`src/rtl/stopwatch_ctrl.sv`:
```
// Sequencing block for the BCD MM:SS stopwatch: button debounce, run/pause/done FSM,
// speed-selectable count tick and one-cycle load strobes for the counter's loader path.
module stopwatch_ctrl #(
    parameter int unsigned TICK_DIV   = 16,
    parameter int unsigned DEB_CYCLES = 3
) (
    input  logic       clk,
    input  logic       RESET,
    input  logic       btn_start,
    input  logic       btn_reverse,
    input  logic       btn_add,
    input  logic       btn_sub,
    input  logic       btn_clear,
    input  logic       btn_speed_up,
    input  logic       btn_speed_down,
    input  logic       at_limit,
    output logic       tick,
    output logic       run,
    output logic       reverse,
    output logic       load_clear,
    output logic       load_add,
    output logic       load_sub,
    output logic [1:0] speed_lvl,
    output logic [1:0] state
);

    localparam int NumBtn = 7;
    localparam int unsigned DebW = (DEB_CYCLES > 1) ? $clog2(DEB_CYCLES) : 1;
    localparam int unsigned PreW = $clog2(TICK_DIV);
    localparam logic [DebW-1:0] DebMax = DebW'(DEB_CYCLES - 1);

    typedef enum logic [1:0] {
        StIdle  = 2'd0,
        StRun   = 2'd1,
        StPause = 2'd2,
        StDone  = 2'd3
    } state_e;

    logic [NumBtn-1:0] btn_raw;
    logic [NumBtn-1:0] sync1_q, sync2_q, deb_q, evt_q;
    logic [DebW-1:0]   deb_cnt_q [NumBtn];

    assign btn_raw = {btn_speed_down, btn_speed_up, btn_clear, btn_sub,
                      btn_add, btn_reverse, btn_start};

    // Event fires once when the stable-high count completes; re-arms only after a low sample.
    always_ff @(posedge clk) begin
        if (RESET) begin
            sync1_q <= '0;
            sync2_q <= '0;
            deb_q   <= '0;
            evt_q   <= '0;
            for (int i = 0; i < NumBtn; i++) deb_cnt_q[i] <= '0;
        end else begin
            sync1_q <= btn_raw;
            sync2_q <= sync1_q;
            for (int i = 0; i < NumBtn; i++) begin
                evt_q[i] <= 1'b0;
                if (!sync2_q[i]) begin
                    deb_cnt_q[i] <= '0;
                    deb_q[i]     <= 1'b0;
                end else if (!deb_q[i]) begin
                    if (deb_cnt_q[i] == DebMax) begin
                        deb_q[i] <= 1'b1;
                        evt_q[i] <= 1'b1;
                    end else begin
                        deb_cnt_q[i] <= deb_cnt_q[i] + 1'b1;
                    end
                end
            end
        end
    end

    logic ev_clear, ev_add, ev_sub, ev_load, ev_start, ev_rev, ev_up, ev_down;

    assign ev_clear = evt_q[4];
    assign ev_add   = evt_q[2] & ~evt_q[3];
    assign ev_sub   = evt_q[3] & ~evt_q[2];
    assign ev_load  = ev_add | ev_sub;
    assign ev_start = evt_q[0] & ~ev_clear & ~ev_load;
    assign ev_rev   = evt_q[1] & ~ev_clear & ~ev_load & ~evt_q[0];
    assign ev_up    = evt_q[5];
    assign ev_down  = evt_q[6];

    state_e          state_q, state_d;
    logic            reverse_q, reverse_d;
    logic [1:0]      speed_q, speed_d;
    logic [PreW-1:0] pre_q, pre_d, div_m1;
    logic            tick_q, tick_d, run_q;
    logic            clr_q, clr_d, add_q, add_d, sub_q, sub_d;

    assign div_m1 = PreW'((TICK_DIV >> speed_q) - 1);

    always_comb begin
        state_d   = state_q;
        reverse_d = reverse_q;
        speed_d   = speed_q;
        pre_d     = pre_q;
        tick_d    = 1'b0;
        clr_d     = 1'b0;
        add_d     = 1'b0;
        sub_d     = 1'b0;
        unique case (state_q)
            StIdle: begin
                if (ev_clear) begin
                    clr_d = 1'b1;
                end else if (ev_load) begin
                    add_d = ev_add;
                    sub_d = ev_sub;
                end else if (ev_start) begin
                    if (!at_limit) state_d = StRun;
                end else if (ev_rev) begin
                    reverse_d = ~reverse_q;
                end
            end
            StRun: begin
                if (ev_clear) begin
                    clr_d   = 1'b1;
                    state_d = StIdle;
                end else if (at_limit) begin
                    state_d = StDone;
                end else if (ev_start) begin
                    state_d = StPause;
                end else if (pre_q == div_m1) begin
                    pre_d  = '0;
                    tick_d = 1'b1;
                end else begin
                    pre_d = pre_q + 1'b1;
                end
            end
            StPause: begin
                if (ev_clear) begin
                    clr_d   = 1'b1;
                    state_d = StIdle;
                end else if (ev_load) begin
                    add_d = ev_add;
                    sub_d = ev_sub;
                end else if (ev_start) begin
                    state_d = StRun;
                end else if (ev_rev) begin
                    reverse_d = ~reverse_q;
                end
            end
            StDone: begin
                if (ev_clear) begin
                    clr_d   = 1'b1;
                    state_d = StIdle;
                end else if (ev_load) begin
                    add_d   = ev_add;
                    sub_d   = ev_sub;
                    state_d = StPause;
                end else if (ev_rev) begin
                    reverse_d = ~reverse_q;
                    state_d   = StPause;
                end
            end
        endcase
        if (state_d == StIdle || state_d == StDone) pre_d = '0;
        if (ev_up && !ev_down && speed_q != 2'd3) begin
            speed_d = speed_q + 2'd1;
        end else if (ev_down && !ev_up && speed_q != 2'd0) begin
            speed_d = speed_q - 2'd1;
        end
        // A speed change restarts the period, so no tick from the old divisor.
        if (speed_d != speed_q) begin
            pre_d  = '0;
            tick_d = 1'b0;
        end
    end

    always_ff @(posedge clk) begin
        if (RESET) begin
            state_q   <= StIdle;
            reverse_q <= 1'b0;
            speed_q   <= 2'd0;
            pre_q     <= '0;
            tick_q    <= 1'b0;
            run_q     <= 1'b0;
            clr_q     <= 1'b0;
            add_q     <= 1'b0;
            sub_q     <= 1'b0;
        end else begin
            state_q   <= state_d;
            reverse_q <= reverse_d;
            speed_q   <= speed_d;
            pre_q     <= pre_d;
            tick_q    <= tick_d;
            run_q     <= (state_d == StRun);
            clr_q     <= clr_d;
            add_q     <= add_d;
            sub_q     <= sub_d;
        end
    end

    assign tick       = tick_q;
    assign run        = run_q;
    assign reverse    = reverse_q;
    assign load_clear = clr_q;
    assign load_add   = add_q;
    assign load_sub   = sub_q;
    assign speed_lvl  = speed_q;
    assign state      = state_q;

endmodule

```
`config.mk`:
```
export PLATFORM = sky130hd
export DESIGN_NAME = stopwatch_ctrl
export DESIGN_NICKNAME = d
export VERILOG_FILES = /design/src/rtl/stopwatch_ctrl.sv
export SDC_FILE = /design/constraint.sdc
export NUM_CORES = 1
export LEC_CHECK = 0
export CAP_MARGIN = 30
export CORE_AREA = 2 2 67 69
export DETAILED_ROUTE_END_ITERATION = 6
export DIE_AREA = 0 0 69 71
export GPL_ROUTABILITY_DRIVEN = 0
export PLACE_DENSITY = 0.85
export REMOVE_ABC_BUFFERS = 1
export SLEW_MARGIN = 20
export SYNTH_ARGS = -nofsm -noshare
export SYNTH_HDL_FRONTEND = slang
export SYNTH_SLANG_ARGS = --single-unit
```
`constraint.sdc`:
```
create_clock -name clk -period 5.9 [get_ports clk]
set_input_delay 0.59 -clock clk [delete_from_list [all_inputs] [get_ports clk]]
set_output_delay 0.59 -clock clk [all_outputs]
set_load 0.005 [all_outputs]
```
Word level (Yosys, flattened, before mapping). Memories as Yosys holds them, arrays and structs flattened. Cells that the tools add are included.

Memories kept: 1. Output and inout bits: 10. Bits in writable memories: 14. Logic and storage cells: 243. Register bits: 42.

Reduce and logical (&&, ||, !) cells: 33. Mux-type cells: 113. Bitwise operators: 39. Add/sub/neg operators: 11. Equality and inequality tests: 20. Shifts and indexed selects: 1.

Memory list: deb_cnt_q (depth 7, bits a word 2, read ports 7, clocked after memory_dff 0, wr ports 7, RTL line 41) `logic [DebW-1:0] deb_cnt_q [NumBtn];`.

Operators with widths (number): 1-bit two-way mux (81); 2-bit two-way mux (29); 3-bit OR reduction (9); 2-bit == test (second input constant) (10); 1-bit NOT (17); 2-bit by 1-bit adder with 2-bit output (second input constant) (8); 2-bit OR reduction (8); 1-bit bitwise OR (15); 2-bit inequality test (second input constant) (6); 2-bit one-hot mux with 4 select lines (1); 4-bit OR reduction (2); 1-bit AND (7); 6-bit AND reduction (1); 6-bit OR reduction (1); 5-bit by 2-bit right shift with 4-bit output (first input constant) (1); 4-bit by 1-bit adder with 4-bit output (second input constant) (1); 2-bit by 1-bit == test with 1-bit output (second input constant) (2); 4-bit == test (1); 1-bit logical AND (4); 2-bit logical NOT (2); 4-bit two-way mux (1); 4-bit AND reduction (1); 2-bit nonzero test (2); 4-bit by 1-bit subtractor with 4-bit output (second input constant) (1); other kinds (5) (6).

Logic depth before layout (Yosys ltp). Gate-level depths: netlist (run 1).

Depth in word-level cells: 13. Mapped depth: 8.

Worst setup path before layout (run 1). Ideal clock, no wire load.

Path type: register -> register. Start: reg evt_q[2]. End: reg pre_q[1]. Clock period less this slack: 2.054 ns. Setup time: 0.070 ns. Stages on the path, launching flop included: 9. Path slack: 3.846 ns. Data arrival time: 1.984 ns. Cell sequence: dfxtp_1 -> inv_1 -> ha_1 -> a21o_1 -> a22oi_1 -> or2_2 -> ha_1 -> or3_1 -> a21oi_1.

Longest elaborated chain between the ends: 13. Elaborated cells on any way between the ends: 27. Classes of those cells: eq/ne (1); mux (13); bitwise (9); reduce/logical (4).

Ends and longest elaborated chain: start, declared (RTL line 40) `logic [NumBtn-1:0] sync1_q, sync2_q, deb_q, evt_q;`; start signal, assigned (RTL line 52) `evt_q <= '0;`; start signal, assigned by index (RTL line 58) `evt_q[i] <= 1'b0;`; start signal, assigned by index (RTL line 65) `evt_q[i] <= 1'b1;`; 1-bit NOT (RTL line 78) `assign ev_sub = evt_q[3] & ~evt_q[2];`; 1-bit AND (RTL line 78); 1-bit bitwise OR * (RTL line 79) `assign ev_load = ev_add | ev_sub;`; 1-bit NOT (no line); 1-bit AND (2 in series) (RTL line 81) `assign ev_rev = evt_q[1] & ~ev_clear & ~ev_load & ~evt_q[0];`; 2-bit two-way mux (RTL line 152) `end else if (ev_rev) begin`; 2-bit two-way mux (RTL line 148) `end else if (ev_load) begin`; 2-bit two-way mux (RTL line 145) `if (ev_clear) begin`; 2-bit one-hot mux with 4 select lines (RTL line 103) `unique case (state_q)`; 2-bit == test or 2-bit logical NOT (tied branches) (RTL line 158) `if (state_d == StIdle || state_d == StDone) pre_d = '0;`; 1-bit logical OR (RTL line 158); 3-bit OR reduction (no line); end signal, assigned (RTL line 186) `pre_q <= pre_d;`; end, declared (RTL line 88) `logic [PreW-1:0] pre_q, pre_d, div_m1;`.

Every way passes the cells marked *; elsewhere a longest branch is shown, timed or not. A chain may end at the register's enable or synchronous reset.

Final worst setup path (run 1).
Start: in at_limit. End: reg pre_q[1].

Longest elaborated chain between the ends: 8. Elaborated cells on any way between the ends: 13. Classes of those cells: eq/ne (1); mux (7); bitwise (1); reduce/logical (4).

Ends and longest elaborated chain: start, declared (RTL line 16) `input logic at_limit,`; 2-bit two-way mux (RTL line 111) `if (!at_limit) state_d = StRun;`; 2-bit two-way mux (RTL line 110) `end else if (ev_start) begin`; 2-bit two-way mux (RTL line 107) `end else if (ev_load) begin`; 2-bit two-way mux (RTL line 105) `if (ev_clear) begin`; 2-bit one-hot mux with 4 select lines (RTL line 103); 2-bit == test or 2-bit logical NOT (tied branches) (RTL line 158); 1-bit logical OR (RTL line 158); 3-bit OR reduction (no line).

Parallel ways exist; a longest one is shown, timed or not.

==> metrics.csv, run 1 <==
stage,metric,value,unit
route,initial drt markers,77,
critical_path,endpoint kind of the worst setup timing path,flip-flop,
route,vias per cell,4.96,
logic_synthesis,cell type with the largest total area after synthesis,dfxtp_1,
timing,unrepaired setup endpoints after global routing,false,
die,chip height,71,um
layout,ant diodes,0,
clock_network,TritonCTS clock tree,done,
layout,final standard cell utilization of the core,61.5,%
clock_network,clock latency reported for the late side of the worst-skew pair,0.30,ns
placed_design,Worst Setup Slack post-DPL,3.34,ns
timing,worst-margin pin slew,0.353,ns
timing,headroom to the max-slew limit,76.1,%
route,final routed DRC violation total,0,
logic_synthesis,top-count cell post-synth,dfxtp_1,
power_and_ir_drop,pwr/cell area,237,nW/um2
timing,number of max-slew violations in the final report,0,
logic_synthesis,main flop type after synthesis,dfxtp_1,
critical_path,"critical path, cell by cell","clkdlybuf4s50_1, a21o_1, a22oi_1, or2_2, ha_1, or3_1, a21oi_1",
critical_path,worst-path cell with the longest stage delay,clkdlybuf4s50_1,
route,Routed wire per std cell,10.6,um
logic_synthesis,post-synth design cell area,2250,um2
critical_path,data arrival time at the worst-slack endpoint,2.48,ns
die,Core ar.,4200,um2
timing,total of endpoints with negative setup slack in the final report,0,
die,Initial Util,53.6,%
clock_network,CTS H-Tree Depth,2,
logic_synthesis,most used standard cells in the synthesized netlist,"dfxtp_1 (42), nor2_1 (24), inv_1 (20), nor2b_1 (20)",
hold_path,class of the tightest hold or removal check,reg2reg,
layout,area added between synthesis and finish,14.9,%
global_route,maximum number of pins on one net before global-route repair,32,
timing,crit share post-route,38.0,%
status,outcome,finished clean,
clock_network,CTS buffer count,5,
timing,fmax,0.446,GHz
timing,shortest period the worst path allows,2.24,ns
die,area enclosed by the die boundary,4900,um2
job,number of maximum-capacitance constraint violations,0,
global_route,gr ovfl total,0,
logic_synthesis,instance count of the mapped netlist,215,
global_route,via count of the first global-routing pass,1305,
clock_network,clock-pin slew on the worst setup and hold paths,0.09,ns
timing,fin worst setup slack,3.66,ns
global_route,aggregate global-route resource usage,14.0,%
logic_synthesis,fraction of the yosys area taken by sequential cells,56.0,%
clock_network,buffer depth of the longest clock path,2,
die,num ports,20,
clock_network,# Post-CTS Setup Buffers,0,
clock_network,cell at the root of the clock tree,clkbuf_8,
clock_network,quantity of hold-fixing buffers added after cts,0,
timing,number of endpoints with negative hold slack in the final report,0,
critical_path,largest fanout on the critical path,5,
route,antenna-violating nets left,0,
logic_synthesis,share of async-settable or async-resettable flops after synthesis,0,%
route,vias after detailed routing,1447,
critical_path,category of the worst setup path launch point,primary input,
layout,"Net count, final",264,
critical_path,path type of the worst setup path,in2reg,
global_route,global-route wire length before repair,5500,um
layout,share of final-layout standard cells stronger than drive strength 1,5.00,%
critical_path,delay of the slowest cell on the worst path,0.53,ns
logic_synthesis,leading cell types by total area after synthesis,"dfxtp_1 (37%), edfxtp_1 (19%), ha_1 (8.3%)",
die,number of placement rows,24,
logic_synthesis,Synthesis Warnings,0,
placed_design,placed wire-length estimate,2270,um
clock_network,quantity of gates resized following cts,0,
global_route,initial antenna violation count,0,
placed_design,number of buffers inserted by port buffering,19,
power_and_ir_drop,static leakage,0.935,nW
logic_synthesis,average instance area after synthesis,10.5,um2
logic_synthesis,post-synthesis sequential element count,56,
timing,sum of negative setup slack,0,ns
die,overall die width,69,um
logic_synthesis,Netlist cell types,32,
power_and_ir_drop,worst supply voltage drop on vdd,0.196,mV
route,DRT Wirelength,3090,um
route,Pre-antenna DRT Iters,4,
clock_network,sinks on the clock net,56,
timing,Worst Clk Skew,0.00289,ns
logic_synthesis,area share of the largest cell type after synthesis,37.3,%
logic_synthesis,Post-synth EDFFs,14,
critical_path,required time worst endpoint,6.14,ns
-- metrics by stage --
| step | power, mW | hold slack (ns) | instance area (um2) | instances |
|---|---|---|---|---|
| global placement | 0.425 | 0.417 | 2500 | 284 |
| floorplan | 0.415 | 0.414 | 2240 | 212 |
| detailed placement | 0.426 | 0.424 | 2500 | 284 |
| finish | 0.613 | 0.445 | 2590 | 292 |
| global route | 0.637 | 0.459 | 2590 | 292 |
| CTS | 0.622 | 0.446 | 2590 | 292 |
-- cell type report --
cell class | count | area [um2]
repair buffers | 20 | 198
inverters | 20 | 75.1
well taps | 52 | 65.1
clock inverters | 2 | 11.3
clock buffers | 6 | 72.6
flip-flops and latches | 56 | 1260
multi-input cells | 136 | 905
fillers | 354 | 1620
-- power by group --
group	internal (mW)	switching (mW)
registers	0.397	0.00170
logic	0.0103	0.00766
clock network	0.0825	0.114
-- cell usage in the layout, fill, tap and decap left out, types with 7 or more instances in the layout --
cell type / instances
dfxtp_1: 42
a21oi_1: 7
nor2b_1: 20
nor4_1: 15
nor2_1: 24
nand2b_1: 9
ha_1: 15
nor3b_1: 9
edfxtp_1: 14
nand2_1: 8
clkdlybuf4s50_1: 19
inv_1: 20
-- kinds of logic after synthesis --
group / count (synthesis) / synth area share [%]
muxes: 1 / 0.444
buffers and inverters: 23 / 3.83
xor gates and xnor gates: 5 / 1.94
adders and majority gates: 15 / 8.33
and+or+nand+nor: 99 / 24.9
AOI/OAI and AO/OA: 16 / 4.50
DFF: 56 / 56.0
-- metal layers --
metal	routed length (um)	part of all wire (%)	up-vias	GRT usage [%]
met5	0	0	-	0
met4	62	2.0	0	6.54
met3	110	3.6	6	4.27
met2	1470	48	21	22.2
met1	1450	47	642	17.7
li1	-	-	778	-
-- path summary, 6_finish.rpt --
check	start	endpoint	slack [ns]	cells after the start
worst max-delay path	at_limit	pre_q[1]	3.66	7
worst min-delay path	sync1_q[1]	sync2_q[1]	0.45	1
worst max register to register	evt_q[2]	pre_q[1]	3.69	8
worst min register to register	sync1_q[1]	sync2_q[1]	0.45	1
-- flip-flops by register name, indices dropped and copies added (netlist names), 2 cells and up --
name       cells
sync1_q        7
state          2
deb_cnt_q     14
sync2_q        7
pre_q          4
deb_q          7
speed_lvl      2
evt_q          7
-- worst max-delay path: cells and delay by family --
family,cells,cell delay [ns]
buffers and inverters,1,0.53
AO/OA/AOI/OAI,3,0.39
adder cells (fa/ha/maj),1,0.26
AND/OR/NAND/NOR,2,0.71
No activity file was read; power rests on OpenSTA's default activity.
==> run 2: changes to the inputs <==
==> constraint.sdc (replaced) <==
create_clock -name clk -period 2.3 [get_ports clk]
set_input_delay 0.23 -clock clk [delete_from_list [all_inputs] [get_ports clk]]
set_output_delay 0.23 -clock clk [all_outputs]
set_load 0.005 [all_outputs]
==> metrics.csv, run 2 (synthesis gave the netlist of run 1 again) <==
stage,metric,value,unit,change
clock_network,buffer depth of the longest clock path,2,,unchanged
die,num ports,20,,unchanged
layout,share of final-layout standard cells stronger than drive strength 1,7.44,%,was 5.00%
route,vias after detailed routing,1477,,was 1447
route,vias per cell,5.02,,was 4.96
global_route,global-route met1 utilization,15.3,%,was 17.7%
critical_path,path type of the worst setup path,reg2reg,,was in2reg
die,area enclosed by the die boundary,4900,um2,unchanged
layout,max FFs per register,14,,unchanged
clock_network,CTS buffer count,5,,unchanged
timing,headroom to the max-slew limit,78.8,%,was 76.1%
timing,Worst Clk Skew,0.00611,ns,was 0.00289 ns
route,DRT Wirelength,3220,um,was 3090 um
timing,number of endpoints with negative hold slack in the final report,0,,unchanged
placed_design,number of buffers inserted by port buffering,19,,unchanged
critical_path,category of the worst setup path launch point,flip-flop,,was primary input
critical_path,endpoint kind of the worst setup timing path,flip-flop,,unchanged
route,initial drt markers,98,,was 77
power_and_ir_drop,static leakage,0.955,nW,was 0.935 nW
layout,area added between synthesis and finish,16.3,%,was 14.9%
timing,unrepaired setup endpoints after global routing,false,,unchanged
global_route,initial antenna violation count,0,,unchanged
clock_network,quantity of hold-fixing buffers added after cts,0,,unchanged
global_route,maximum number of pins on one net before global-route repair,32,,unchanged
timing,fmax,0.469,GHz,
power_and_ir_drop,power after layout,1.59,mW,was 613 uW
power_and_ir_drop,worst supply voltage drop on vdd,0.426,mV,was 0.196 mV
critical_path,Worst setup startpoint,evt_q[2],,was at_limit
clock_network,CTS H-Tree Depth,2,,unchanged
global_route,gr ovfl total,0,,unchanged
layout,ant diodes,0,,unchanged
die,overall die width,69,um,unchanged
die,number of placement rows,24,,unchanged
hold_path,class of the tightest hold or removal check,reg2reg,,unchanged
timing,sum of negative setup slack,0,ns,unchanged
route,Pre-antenna DRT Iters,4,,unchanged
power_and_ir_drop,pwr/cell area,607,nW/um2,was 237 nW/um2
global_route,busiest layer in global routing,met2,,unchanged
layout,Reg with most FFs,deb_cnt_q,,unchanged
die,chip height,71,um,unchanged
status,outcome,finished clean,,unchanged
global_route,aggregate global-route resource usage,14.3,%,was 14.0%
global_route,met3 global-route usage,4.84,%,was 4.27%
layout,highest-count cells in the layout ignoring fill and taps,"dfxtp_1 (42), nor2_1 (24), inv_1 (20), nor2b_1 (20), clkdlybuf4s50_1 (19)",,unchanged
global_route,via count of the first global-routing pass,1375,,was 1305
critical_path,required time worst endpoint,2.54,ns,was 6.14 ns
die,Initial Util,53.6,%,unchanged
layout,"Net count, final",266,,was 264
timing,total of endpoints with negative setup slack in the final report,0,,unchanged
critical_path,data arrival time at the worst-slack endpoint,2.37,ns,was 2.48 ns
global_route,met2 capacity usage during global routing,25.3,%,was 22.2%
route,final routed DRC violation total,0,,unchanged
layout,most common library cell in the layout ignoring fill and taps,dfxtp_1,,unchanged
timing,number of max-slew violations in the final report,0,,unchanged
placed_design,placed wire-length estimate,2280,um,was 2270 um
critical_path,R2R Path Start,evt_q[2],,unchanged
clock_network,sinks on the clock net,56,,unchanged
clock_network,TritonCTS clock tree,done,,unchanged
critical_path,largest fanout on the critical path,6,,was 5
clock_network,cell at the root of the clock tree,clkbuf_8,,unchanged
timing,crit share post-route,92.7,%,
job,number of maximum-capacitance constraint violations,0,,unchanged
hold_path,worst hold start,sync1_q[2],,was sync1_q[1]
die,Core ar.,4200,um2,unchanged
route,Routed wire per std cell,10.9,um,was 10.6 um
timing,shortest period the worst path allows,2.13,ns,
clock_network,clock latency reported for the late side of the worst-skew pair,0.30,ns,about the same
clock_network,clock-pin slew on the worst setup and hold paths,0.10,ns,was 0.09 ns
timing,worst-margin pin slew,0.309,ns,was 0.353 ns
route,antenna-violating nets left,0,,unchanged
global_route,global-route wire length before repair,5540,um,was 5500 um
[run 2: cell count changes in the layout (fill, tap and decap cells not counted)]
cell / previous run / this run
ha_2: 0 / 1
or3_4: 0 / 1
nor4b_1: 1 / 0
clkbuf_1: 1 / 0
clkinvlp_4: 1 / 0
ha_1: 15 / 14
clkinv_2: 0 / 1
nor4b_2: 0 / 1
inv_6: 0 / 1
or3_1: 2 / 1
buf_4: 1 / 3
[run 2: report_power, final]
group | leakage (nW) | internal [mW] | switching [mW] | total, mW
combinational | 0.396 | 0.0287 | 0.0205 | 0.0492
sequential | 0.513 | 1.02 | 0.00406 | 1.02
clock | 0.0460 | 0.213 | 0.305 | 0.518
total | 0.955 | 1.26 | 0.329 | 1.59
[run 2: timing repair]
action                     in CTS  in global routing
setup buffers                   0                  2
setup endpoints to repair       0                  4
resized for setup               0                  3
[run 2: final cells by class]
cell class                 count  area (um2)
clock buffer                   5        68.8
clock inverter                 3        17.5
fill                         356        1590
inverter                      20        75.1
multi-input combinational    136         918
sequential                    56        1260
tap                           52        65.1
timing repair buffer          22         213
[run 2: stage by stage]
step / std cells / setup WS, ns / hold WS (ns) / cell area (um2) / utilization (%)
finish: 294 / 0.167 / 0.447 / 2620 / 62.3
global route: 294 / 0.0198 / 0.467 / 2620 / 62.3
global placement: 284 / 0.153 / 0.418 / 2500 / 59.6
CTS: 292 / 0.0667 / 0.452 / 2590 / 61.6
floorplan: 212 / 0.246 / 0.299 / 2240 / -
detailed placement: 284 / 0.0831 / 0.428 / 2500 / 59.6
[run 2: path summary, 6_finish.rpt]
kind              slack, ns          to  cells past startpoint
setup / recovery       0.17    pre_q[1]                      8
hold / removal         0.45  sync2_q[2]                      1
hold reg to reg        0.45  sync2_q[2]                      1
setup reg to reg       0.17    pre_q[1]                      8
[run 2: worst max-delay path: stages, from the launching register on]
cell and delay [ns]:
dfxtp_1 0.34, inv_1 0.05, ha_2 0.37, a21o_1 0.17
a22oi_1 0.07, or2_2 0.30, ha_1 0.27, or3_4 0.39
a21oi_1 0.12
[run 2: per-layer routing]
metal	part of all wire [%]	vias up
met5	0	-
met4	2.1	0
met3	4.4	7
met2	48	25
met1	45	659
li1	-	786
==> run 3: changes to the inputs <==
--- a/config.mk
+++ b/config.mk
@@ -11,6 +11,7 @@
 export DIE_AREA = 0 0 69 71
 export GPL_ROUTABILITY_DRIVEN = 0
 export PLACE_DENSITY = 0.85
+export RECOVER_POWER = 25
 export REMOVE_ABC_BUFFERS = 1
 export SLEW_MARGIN = 20
 export SYNTH_ARGS = -nofsm -noshare
==> metrics.csv, run 3 (synthesis gave the netlist of run 1 again) <==
stage,metric,value,unit,change
hold_path,class of the tightest hold or removal check,reg2reg,,unchanged
route,initial drt markers,99,,was 98
clock_network,cell at the root of the clock tree,clkbuf_8,,unchanged
die,Initial Util,53.6,%,unchanged
timing,total of endpoints with negative setup slack in the final report,0,,unchanged
layout,share of final-layout standard cells stronger than drive strength 1,7.02,%,was 7.44%
timing,sum of negative setup slack,0,ns,unchanged
global_route,maximum number of pins on one net before global-route repair,32,,unchanged
clock_network,buffer depth of the longest clock path,2,,unchanged
layout,"Net count, final",266,,unchanged
timing,Worst Clk Skew,0.00755,ns,was 0.00611 ns
route,Met1 Wirelength,1490,um,was 1460 um
placed_design,placed wire-length estimate,2280,um,unchanged
clock_network,CTS H-Tree Depth,2,,unchanged
route,DRT Wirelength,3240,um,was 3220 um
timing,shortest period the worst path allows,2.13,ns,about the same
placed_design,Worst Setup Slack post-DPL,0.0831,ns,unchanged
die,chip height,71,um,unchanged
power_and_ir_drop,power after layout,1.59,mW,about the same
global_route,aggregate global-route resource usage,14.3,%,unchanged
timing,fmax,0.469,GHz,about the same
placed_design,Placed Instance Area,2500,um2,unchanged
layout,ant diodes,0,,unchanged
critical_path,"critical path, cell by cell","inv_1, ha_2, a21o_1, a22oi_1, or2_2, ha_1, or3_4, a21oi_1",,unchanged
clock_network,quantity of hold-fixing buffers added after cts,0,,unchanged
placed_design,number of buffers inserted by port buffering,19,,unchanged
clock_network,sinks on the clock net,56,,unchanged
clock_network,CTS buffer count,5,,unchanged
route,met2 routed wirelength,1550,um,about the same
timing,number of endpoints with negative hold slack in the final report,0,,unchanged
die,overall die width,69,um,unchanged
die,Core ar.,4200,um2,unchanged
die,number of placement rows,24,,unchanged
layout,Reg with most FFs,deb_cnt_q,,unchanged
critical_path,endpoint kind of the worst setup timing path,flip-flop,,unchanged
layout,most common library cell in the layout ignoring fill and taps,dfxtp_1,,unchanged
layout,fin area,2620,um2,about the same
power_and_ir_drop,worst supply voltage drop on vdd,0.426,mV,about the same
global_route,global-route wire length before repair,5540,um,unchanged
route,antenna-violating nets left,0,,unchanged
route,vias per cell,5.02,,unchanged
critical_path,worst-path cell with the longest stage delay,or3_4,,unchanged
layout,area added between synthesis and finish,16.1,%,was 16.3%
timing,final hold slack,0.446,ns,was 0.447 ns
clock_network,clock latency reported for the late side of the worst-skew pair,0.30,ns,about the same
global_route,initial antenna violation count,0,,unchanged
timing,crit share post-route,92.7,%,about the same
route,met3 wire length,145,um,was 143 um
route,Pre-antenna DRT Iters,4,,unchanged
die,area enclosed by the die boundary,4900,um2,unchanged
power_and_ir_drop,static leakage,0.951,nW,was 0.955 nW
job,number of maximum-capacitance constraint violations,0,,unchanged
global_route,via count of the first global-routing pass,1375,,unchanged
timing,headroom to the max-slew limit,15.5,%,was 78.8%
critical_path,path type of the worst setup path,reg2reg,,unchanged
route,DR top layer,met4,,unchanged
timing,worst-margin pin slew,1.27,ns,was 0.309 ns
layout,max FFs per register,14,,unchanged
layout,fillers,356,,unchanged
route,Routed wire per std cell,11.0,um,was 10.9 um
critical_path,delay of the slowest cell on the worst path,0.39,ns,about the same
route,final routed DRC violation total,0,,unchanged
critical_path,register-to-register setup slack,0.17,ns,about the same
global_route,gr ovfl total,0,,unchanged
critical_path,data arrival time at the worst-slack endpoint,2.37,ns,about the same
critical_path,category of the worst setup path launch point,flip-flop,,unchanged
timing,fin worst setup slack,0.168,ns,was 0.167 ns
layout,highest-count cells in the layout ignoring fill and taps,"dfxtp_1 (42), nor2_1 (24), inv_1 (20), nor2b_1 (20), clkdlybuf4s50_1 (19)",,unchanged
die,num ports,20,,unchanged
clock_network,TritonCTS clock tree,done,,unchanged
timing,number of max-slew violations in the final report,0,,unchanged
critical_path,required time worst endpoint,2.54,ns,about the same
route,vias after detailed routing,1477,,unchanged
power_and_ir_drop,pwr/cell area,609,nW/um2,was 607 nW/um2
clock_network,clock-pin slew on the worst setup and hold paths,0.10,ns,about the same
timing,unrepaired setup endpoints after global routing,false,,unchanged
critical_path,largest fanout on the critical path,6,,unchanged
status,outcome,finished clean,,unchanged
-- run 3: cell types whose count changed in the layout (fill, tap and decap cells not counted), sizes merged --
cell	change
buf	-1
clkbuf	+1
-- run 3: cell type report --
type	count	area, um2	share of cell area [%]
flip-flops and latches	56	1260	48.2
clock buffers	5	68.8	2.63
repair buffers	22	209	7.99
inverters	20	75.1	2.87
clock inverters	3	17.5	0.670
multi-input cells	136	918	35.1
well taps	52	65.1	2.49
-- run 3: power breakdown --
| group | total [mW] | switching [mW] | internal (mW) |
|---|---|---|---|
| clock network | 0.520 | 0.307 | 0.213 |
| registers | 1.02 | 0.00405 | 1.02 |
| logic | 0.0488 | 0.0207 | 0.0281 |
-- run 3: worst max-delay path, delay by kind of cell (launching register included) --
family / cells / cell delay (ns)
simple gates: 2 / 0.69
flops: 1 / 0.34
fa+ha+maj: 2 / 0.63
compound gates: 3 / 0.37
buf+inv: 1 / 0.05
-- run 3: repair_timing --
| action | 4_1_cts | 5_1_grt |
|---|---|---|
| hold endpoints to repair | 0 | 0 |
| buffers inserted | 0 | 2 |
| endpoints found under the setup margin | 0 | 4 |
| resized for setup | 0 | 3 |
-- run 3: path summary, 6_finish.rpt --
| path | from | endpoint | cells past startpoint |
|---|---|---|---|
| min | sync1_q[3] | sync2_q[3] | 1 |
| min reg2reg | sync1_q[3] | sync2_q[3] | 1 |
| max reg2reg | evt_q[2] | pre_q[1] | 8 |
| max | evt_q[2] | pre_q[1] | 8 |
-- run 3: layer usage --
metal  up-vias  track usage (%)
met5         -                0
met4         0             7.19
met3         5             4.84
met2        28             25.3
met1       658             15.3
li1        786                -
-- run 3: metrics by stage --
stage               instances  util [%]
floorplan                 212         -
global placement          284      59.6
detailed placement        284      59.6
CTS                       292      61.6
global route              294      62.2
finish                    294      62.2
